===== config.mk =====
export PLATFORM = sky130hd
export DESIGN_NAME = lsu_mem_ctrl
export DESIGN_NICKNAME = d
export VERILOG_FILES = /design/src/rtl/lsu_mem_ctrl.sv
export SDC_FILE = /design/constraint.sdc
export NUM_CORES = 1
export LEC_CHECK = 0
export BUFFER_PORTS_ARGS = -buffer_cell sky130_fd_sc_hd__buf_4
export CORE_ASPECT_RATIO = 1.2
export CORE_UTILIZATION = 45
export CTS_CLUSTER_DIAMETER = 40
export CTS_CLUSTER_SIZE = 12
export DETAILED_ROUTE_END_ITERATION = 10
export HOLD_SLACK_MARGIN = 0.06
export PLACE_DENSITY = 0.74
export SYNTH_ARGS = -nofsm -noshare
export SYNTH_HDL_FRONTEND = slang
export SYNTH_SLANG_ARGS = --single-unit

===== constraint.sdc =====
create_clock -name clk -period 6.85 [get_ports clk]
set_clock_uncertainty 0.1 [all_clocks]
set_input_delay 0.3425 -clock clk [delete_from_list [all_inputs] [get_ports clk]]
set_output_delay 0.3425 -clock clk [all_outputs]
set_load 0.03 [all_outputs]

===== src/rtl/lsu_mem_ctrl.sv =====
// Load/store controller between the memory stage and a word-wide memory.
// Byte-addressed byte/half/word requests become word accesses; loads are
// sign- or zero-extended, sub-word stores are read-modify-write because the
// memory has no byte enables. Read data from the memory returns on mem_rdata
// one cycle after the address is presented. One request in flight at a time.
module lsu_mem_ctrl #(
  parameter bit MISALIGN_TRAP = 1'b1
) (
  input  logic        clk,
  input  logic        reset,
  input  logic        req_valid,
  output logic        req_ready,
  input  logic        req_we,
  input  logic [1:0]  req_size,
  input  logic        req_unsigned,
  input  logic [31:0] req_addr,
  input  logic [31:0] req_wdata,
  output logic        resp_valid,
  input  logic        resp_ready,
  output logic [31:0] resp_rdata,
  output logic        resp_err,
  output logic [31:0] mem_addr,
  output logic [31:0] mem_wdata,
  output logic        mem_rw,
  input  logic [31:0] mem_rdata
);

  typedef enum logic [2:0] {IDLE, RD, DATA, WR, RESP} state_t;

  localparam logic [1:0] SZ_BYTE = 2'd0;
  localparam logic [1:0] SZ_HALF = 2'd1;
  localparam logic [1:0] SZ_WORD = 2'd2;

  state_t      state;
  logic        we_q;
  logic        uns_q;
  logic [1:0]  size_q;
  logic [1:0]  lane_q;   // byte offset within the word
  logic [15:0] wdata_q;  // only the low half is needed for sub-word merges

  logic [1:0]  req_size_n;
  logic        req_misaligned;
  logic [31:0] req_addr_al;
  logic [7:0]  lane_b;
  logic [15:0] lane_h;
  logic [31:0] load_val;
  logic [31:0] merged;

  // Decode the incoming request: fold size 3 into word, detect misalignment,
  // and form the force-aligned address used when misalignment is not trapped.
  // NOTE: every always_comb output gets a default first so no path can infer a latch.
  always_comb begin
    req_size_n     = (req_size == 2'd3) ? SZ_WORD : req_size;
    req_misaligned = ((req_size_n == SZ_HALF) && req_addr[0]) ||
                     ((req_size_n == SZ_WORD) && (req_addr[1:0] != 2'b00));
    req_addr_al    = req_addr;
    if (req_size_n == SZ_HALF)      req_addr_al[0]   = 1'b0;
    else if (req_size_n == SZ_WORD) req_addr_al[1:0] = 2'b00;
  end

  // Lane extraction with extension for loads, and the merged word for stores.
  always_comb begin
    lane_b   = mem_rdata[{lane_q, 3'b000} +: 8];
    lane_h   = mem_rdata[{lane_q[1], 4'b0000} +: 16];
    load_val = mem_rdata;
    merged   = mem_rdata;
    case (size_q)
      SZ_BYTE: begin
        load_val = uns_q ? {24'd0, lane_b} : {{24{lane_b[7]}}, lane_b};
        merged[{lane_q, 3'b000} +: 8] = wdata_q[7:0];
      end
      SZ_HALF: begin
        load_val = uns_q ? {16'd0, lane_h} : {{16{lane_h[15]}}, lane_h};
        merged[{lane_q[1], 4'b0000} +: 16] = wdata_q;
      end
      default: ;
    endcase
  end

  // Controller FSM with all outputs registered.
  // NOTE: sequential state uses non-blocking assignments so every register samples pre-edge values.
  always_ff @(posedge clk) begin
    if (reset) begin
      state      <= IDLE;
      req_ready  <= 1'b1;
      resp_valid <= 1'b0;
      resp_err   <= 1'b0;
      resp_rdata <= 32'd0;
      mem_rw     <= 1'b0;
      mem_addr   <= 32'd0;
      mem_wdata  <= 32'd0;
      we_q       <= 1'b0;
      uns_q      <= 1'b0;
      size_q     <= SZ_BYTE;
      lane_q     <= 2'b00;
      wdata_q    <= 16'd0;
    end else begin
      mem_rw <= 1'b0;
      case (state)
        IDLE: begin
          if (req_valid) begin
            we_q      <= req_we;
            uns_q     <= req_unsigned;
            size_q    <= req_size_n;
            lane_q    <= req_addr_al[1:0];
            wdata_q   <= req_wdata[15:0];
            req_ready <= 1'b0;
            if (MISALIGN_TRAP && req_misaligned) begin
              // Trap without touching the memory port.
              state      <= RESP;
              resp_valid <= 1'b1;
              resp_err   <= 1'b1;
              resp_rdata <= 32'd0;
            end else if (req_we && (req_size_n == SZ_WORD)) begin
              state     <= WR;
              mem_addr  <= {2'b00, req_addr_al[31:2]};
              mem_wdata <= req_wdata;
              mem_rw    <= 1'b1;
            end else begin
              state    <= RD;
              mem_addr <= {2'b00, req_addr_al[31:2]};
            end
          end
        end
        RD: state <= DATA;
        DATA: begin
          if (we_q) begin
            state     <= WR;
            mem_wdata <= merged;
            mem_rw    <= 1'b1;
          end else begin
            state      <= RESP;
            resp_valid <= 1'b1;
            resp_err   <= 1'b0;
            resp_rdata <= load_val;
          end
        end
        WR: begin
          state      <= RESP;
          resp_valid <= 1'b1;
          resp_err   <= 1'b0;
          resp_rdata <= 32'd0;
        end
        RESP: begin
          if (resp_ready) begin
            state      <= IDLE;
            resp_valid <= 1'b0;
            req_ready  <= 1'b1;
          end
        end
        default: begin
          state      <= IDLE;
          resp_valid <= 1'b0;
          req_ready  <= 1'b1;
        end
      endcase
    end
  end

endmodule


Word level (Yosys, flattened, before mapping)
Index checks and enable logic that the tools add are counted.
{"block": "classes", "eq_ne": 15, "shifts": 6, "n_div": 0, "bitwise_logic": 3, "multipliers": 0, "reduce_logical": 17, "addsub": 2, "order_cmp": 0, "n_mux": 40}
{"op": "$mux W32", "count": 9}
{"op": "$pmux W32 S2", "count": 3}
{"op": "$pmux W32 S3", "count": 1}
{"op": "$bwmux W32", "count": 2}
{"op": "$shift A16 B7 Y32 const A", "count": 1}
{"op": "$shift A8 B7 Y32 const A", "count": 1}
{"op": "$shiftx A16 B7 Y32", "count": 1}
{"op": "$shiftx A32 B6 Y16", "count": 1}
{"op": "$shiftx A32 B6 Y8", "count": 1}
{"op": "$shiftx A8 B7 Y32", "count": 1}
{"op": "$pmux W3 S5", "count": 1}
{"op": "$ne A2 B2 Y1 const B", "count": 7}
{"op": "$neg A5 Y7", "count": 2}
{"op": "$mux W1", "count": 13}
{"op": "$mux W3", "count": 4}
{"op": "$reduce_and A5 Y1", "count": 2}
{"op": "$eq A3 B2 Y1 const B", "count": 2}
{"op": "$mux W2", "count": 3}
{"op": "$pmux W1 S3", "count": 2}
{"op": "$reduce_and A3 Y1", "count": 2}
{"op": "$pmux W1 S5", "count": 1}
{"op": "$eq A2 B1 Y1 const B", "count": 2}
{"op": "$eq A2 B2 Y1 const B", "count": 2}
{"op": "$reduce_and A2 Y1", "count": 2}
{"op": "other kinds (12)", "count": 17}
{"block": "word_totals", "latch_bits": 0, "ramBits": 0, "wordCells": 96, "mem_count": 0, "ff_bits": 123, "inputBits": 104, "rom_bits": 0, "out_inout_bits": 100}

Longest topological paths before layout
{"block": "depth", "depth_word": 8, "depth_mapped": 10, "depth_no_buf": 6}

Worst setup path after synthesis
Ideal clock, no wire load.
{"block": "synth_timing", "path_kind": "register to register", "from": "reg lane_q[1]", "to": "reg mem_wdata[16]", "synth_period_minus_slack_ns": 2.640, "stages_incl_launch_ff": 10, "setup_ns": 0.092, "path_slack_ns": 4.210, "arrival_ns": 2.448, "required_time_ns": 6.658, "n_path_buf": 3, "path_cell_list": "dfxtp_1 buf_2 buf_2 inv_1 clkbuf_1 ha_1 nor3b_1 and4_1 a2111oi_0 o32ai_1"}
{"block": "synth_between", "elab_chain_cells": 6, "elab_cells_between_ends": 11, "cone_classes": "add/sub: 2; shift: 4; mux: 5"}
{"item": "from (decl)", "line_no": "38", "rtl": "logic [1:0] lane_q;"}
{"item": "from (signal assigned)", "line_no": "105", "rtl": "lane_q <= req_addr_al[1:0];"}
{"item": "$neg A5 Y7, on equally long branches", "line_no": "74, 70"}
{"item": "$shiftx A16 B7 Y32, or another cell as far along", "line_no": "74", "rtl": "merged[{lane_q[1], 4'b0000} +: 16] = wdata_q;"}
{"item": "$bwmux W32, on equally long branches", "line_no": "74, 70"}
{"item": "$pmux W32 S2 *", "line_no": "67", "rtl": "case (size_q)"}
{"item": "$mux W32 *", "line_no": "127", "rtl": "if (we_q) begin"}
{"item": "$pmux W32 S2 *", "line_no": "99", "rtl": "case (state)"}
{"item": "to (signal assigned)", "line_no": "117", "rtl": "mem_wdata <= req_wdata;"}
{"item": "to (signal assigned)", "line_no": "129", "rtl": "mem_wdata <= merged;"}
{"item": "to (decl)", "line_no": "23", "rtl": "output logic [31:0] mem_wdata,"}
Every way passes the cells marked *; elsewhere a longest branch is shown, timed or not. The select of a mux whose other input is x is not followed.
A chain may end at the register's enable or synchronous reset.

Worst setup path after layout
{"block": "layout_timing", "from": "reg state[1]", "to": "reg resp_rdata[24]"}
{"block": "layout_between", "elab_chain_cells": 3, "elab_cells_between_ends": 9, "cone_classes": "eq/ne: 5; mux: 1; reduce/logical: 3"}
{"item": "from (decl)", "line_no": "34", "rtl": "state_t state;"}
{"item": "from (signal assigned)", "line_no": "84", "rtl": "state <= IDLE;"}
{"item": "from (signal assigned)", "line_no": "110", "rtl": "state <= RESP;"}
{"item": "from (signal assigned)", "line_no": "115", "rtl": "state <= WR;"}
{"item": "$eq A3 B2 Y1 / $logic_not A3 Y1 (equally long branches)", "line_no": "99"}
{"item": "$ne A2 B2 Y1 (no line) / $reduce_bool A3 Y1 (equally long branches)"}
{"item": "$reduce_and A4 Y1 (no line)"}
{"item": "to (signal assigned)", "line_no": "135", "rtl": "resp_rdata <= load_val;"}
{"item": "to (decl)", "line_no": "20", "rtl": "output logic [31:0] resp_rdata,"}
Parallel ways exist; a longest one is shown, timed or not.

==> metrics.md <==
| Metric | Value |
|---|---|
| Die Y | `between 100 and 150 um` |
| CTS buffer count | `17` |
| Cell count after synthesis | `roughly 740` |
| HP Class | `in2reg` |
| Post-layout util | `0.638` |
| Total Wirelength | `a little over 20 mm` |
| # diodes | `0` |
| Post-Layout Cell Count | `roughly 1100` |
| DR DRC count | `0` |
| Most common cell after layout, fill and taps aside | `buf_4` |
| Top cell type by total area after synthesis | `dfxtp_1` |
| Seq/Total Area, Yosys | `0.400` |
| Largest net degree at the start of global routing | `70` |
| Top-area cell type share of the netlist area | `0.400` |
| Number of synthesis warnings | `0` |
| Cells after DPL | `1061` |
| Status | `complete, no violations` |
| Core area | `between 0.01 and 0.015 mm^2` |
| Synthesis-stage register bit count | `~120` |
| Grt total ovfl | `0` |
| Relative slew margins | `0.254` |
| Yosys cell types | `61` |
| Tightest Pin Transition | `1.11 ns` |
| CP startpoint kind | `flop` |
| RSZ-0062 raised after global routing | `no` |
| Vias in the first global route | `6061` |
| Number of flops mapped to enable cells by yosys | `0` |
| Max-slew violations | `0` |
| Tmin final | `~2.9 ns` |
| Post-Route Setup TNS | `0 ns` |
| Critical path type | `reg2reg` |
| Reg clk slew, reported paths | `approximately 0.06 ns` |
| Async set or reset register ratio after synthesis | `0` |
| CTS tree | `done` |
| Via-to-Cell Ratio | `around 5.8` |
| Crit end category | `flop` |
| TritonCTS Sinks | `approximately 120` |
| Antenna-violating nets left | `0` |
| Clock H-tree levels | `4` |
| Root buf cell | `clkbuf_16` |
| Setup WS pre-CTS | `just over 4 ns` |
| Peak supply drop | `0.000128 V` |
| Detailed placement HPWL | `about 14 mm` |
| Area contributors post-synth | `dfxtp_1, a21oi_1, nand2_1` |
| # rows | `46` |
| Filler cells | `1154` |
| IO buf count | `approximately 200` |
| Initial antenna violation count | `0` |
| Max cap viols | `0` |
| Post-route setup slack | `between 3 and 4 ns` |
| Tot GR Track Use | `0.289` |
| Area growth, synth to finish | `37.8%` |
| Endpoints failing hold | `0` |
| Worst-path fanout max | `39` |
| Mean Syn Cell Area | `between 8 and 9 um^2` |
| Leak pwr | `between 3 and 4 nW` |
| Drt wl/cell | `between 15 and 20 um` |
| Routability congestion estimate | `0.891` |
| Syn Std Cell Area | `0.00615 mm^2` |
| Nets | `just over 1000` |
| Die area | `about 0.014 mm^2` |
| PostCTS Resize Cnt | `0` |
| Chip width | `109 um` |
| Io pins | `between 200 and 250` |
| Share of layout cells above drive strength 1 | `0.281` |
| Final Setup Violations | `0` |
| TritonRoute pass-1 iters | `5` |
| Post-CTS Hold Fix Bufs | `16` |
| Critical Path AT | `3.14 ns` |
| Clk buf depth | `2` |
| Fmax | `~350 MHz` |
| R2R cell count | `5` |
| Worst-Skew Late Latency | `0.42 ns` |
| Ys flop type | `dfxtp_1` |
| Postcts setup bufs | `0` |
| First-pass GRT wire length | `around 31 mm` |
| Worst-case hold slack | `between 0.06 and 0.07 ns` |
| Via count | `about 6500` |
| Highest-count cells in the layout ignoring fill and taps | `buf_4, dfxtp_1, nand2_1` |
| WP data required | `slightly above 7 ns` |
| Starting Density | `0.463` |
| Final worst-path cycle share | `0.423` |
| WHS Path Cells | `3` |
| Pwr dens | `around 250 mW/mm^2` |
| 1st-iter DRT viols | `470` |
==> cell families after synthesis <==
kind of cell             Yosys count  share of synthesized area
AO/OA/AOI/OAI                    269                      0.305
AND/OR/NAND/NOR                  240                      0.198
flip-flops                       123                      0.400
buffers and inverters             90                     0.0584
multiplexers                      15                     0.0274
adder cells (fa/ha/maj)            5                     0.0102
other                              1                   0.000609
==> worst max-delay path, stage by stage (launching register included) <==
cell       delay (ns)
dfxtp_1          0.60
or3b_1           0.39
buf_4            0.26
nor3_2           0.59
o21ai_1          0.59
o2bb2ai_1        0.28
==> flip-flops by register name (all words and copies together) (netlist names) <==
| name | flops |
|---|---|
| mem_wdata | 32 |
| resp_rdata | 32 |
| mem_addr | 30 |
| wdata_q | 16 |
| state | 3 |
| lane_q | 2 |
| size_q | 2 |
| mem_rw | 1 |
| req_ready | 1 |
| resp_err | 1 |
| resp_valid | 1 |
| uns_q | 1 |
| we_q | 1 |
==> final cells by class <==
cell class,instances,area [um^2],area share
multi-input cells,531,3350,0.395
flip-flops and latches,123,2460,0.290
repair buffers,225,1730,0.204
clock buffers,21,480,0.0567
well taps,168,210,0.0248
clock inverters,11,133,0.0156
inverters,30,113,0.0133
==> per-stage QoR <==
step / instance area [um^2] / power [mW]
after CTS: 8480 / 2.09
after global routing: 8480 / 2.16
final: 8480 / 2.08
after detailed placement: 7710 / 1.16
after global placement: 7710 / 1.15
after floorplan: 6160 / 1.01
==> final timing paths <==
kind,start,end,slack (ns)
worst min register to register,mem_addr[25],mem_addr[25],0.35
worst min-delay path,req_addr[14],mem_addr[12],0.07
worst max register to register,state[1],resp_rdata[24],3.96
worst max-delay path,state[1],resp_rdata[24],3.96
==> metal layers <==
layer,global-route usage,routed length (um),vias up
met5,0,0,-
met1,0.352,8170,2977
met2,0.472,9510,313
met3,0.0679,1620,62
li1,-,-,3098
met4,0.153,969,0
==> synth_stat cells (6+ instances only) <==
library cell / n
o21ai_0: 19
or3_1: 6
nor3_1: 8
dfxtp_1: 123
inv_1: 30
o21a_1: 6
a2111oi_0: 13
buf_2: 11
clkbuf_1: 44
nor2_1: 37
nand3_1: 11
or3b_2: 8
a31oi_1: 12
o32ai_1: 24
and4_1: 8
a21o_1: 17
o211ai_1: 6
mux2i_1: 9
a21oi_1: 92
nor2b_1: 16
a32o_1: 8
nand2b_1: 9
nand2_1: 115
a221oi_1: 15
o2bb2ai_1: 28
==> report_power, final <==
part	leakage, nW	switching, mW	internal, mW	total, mW
clock network	0.285	0.348	0.579	0.927
registers	0.999	0.0348	0.750	0.785
logic	2.11	0.221	0.147	0.369
No activity file was read; power rests on OpenSTA's default activity.
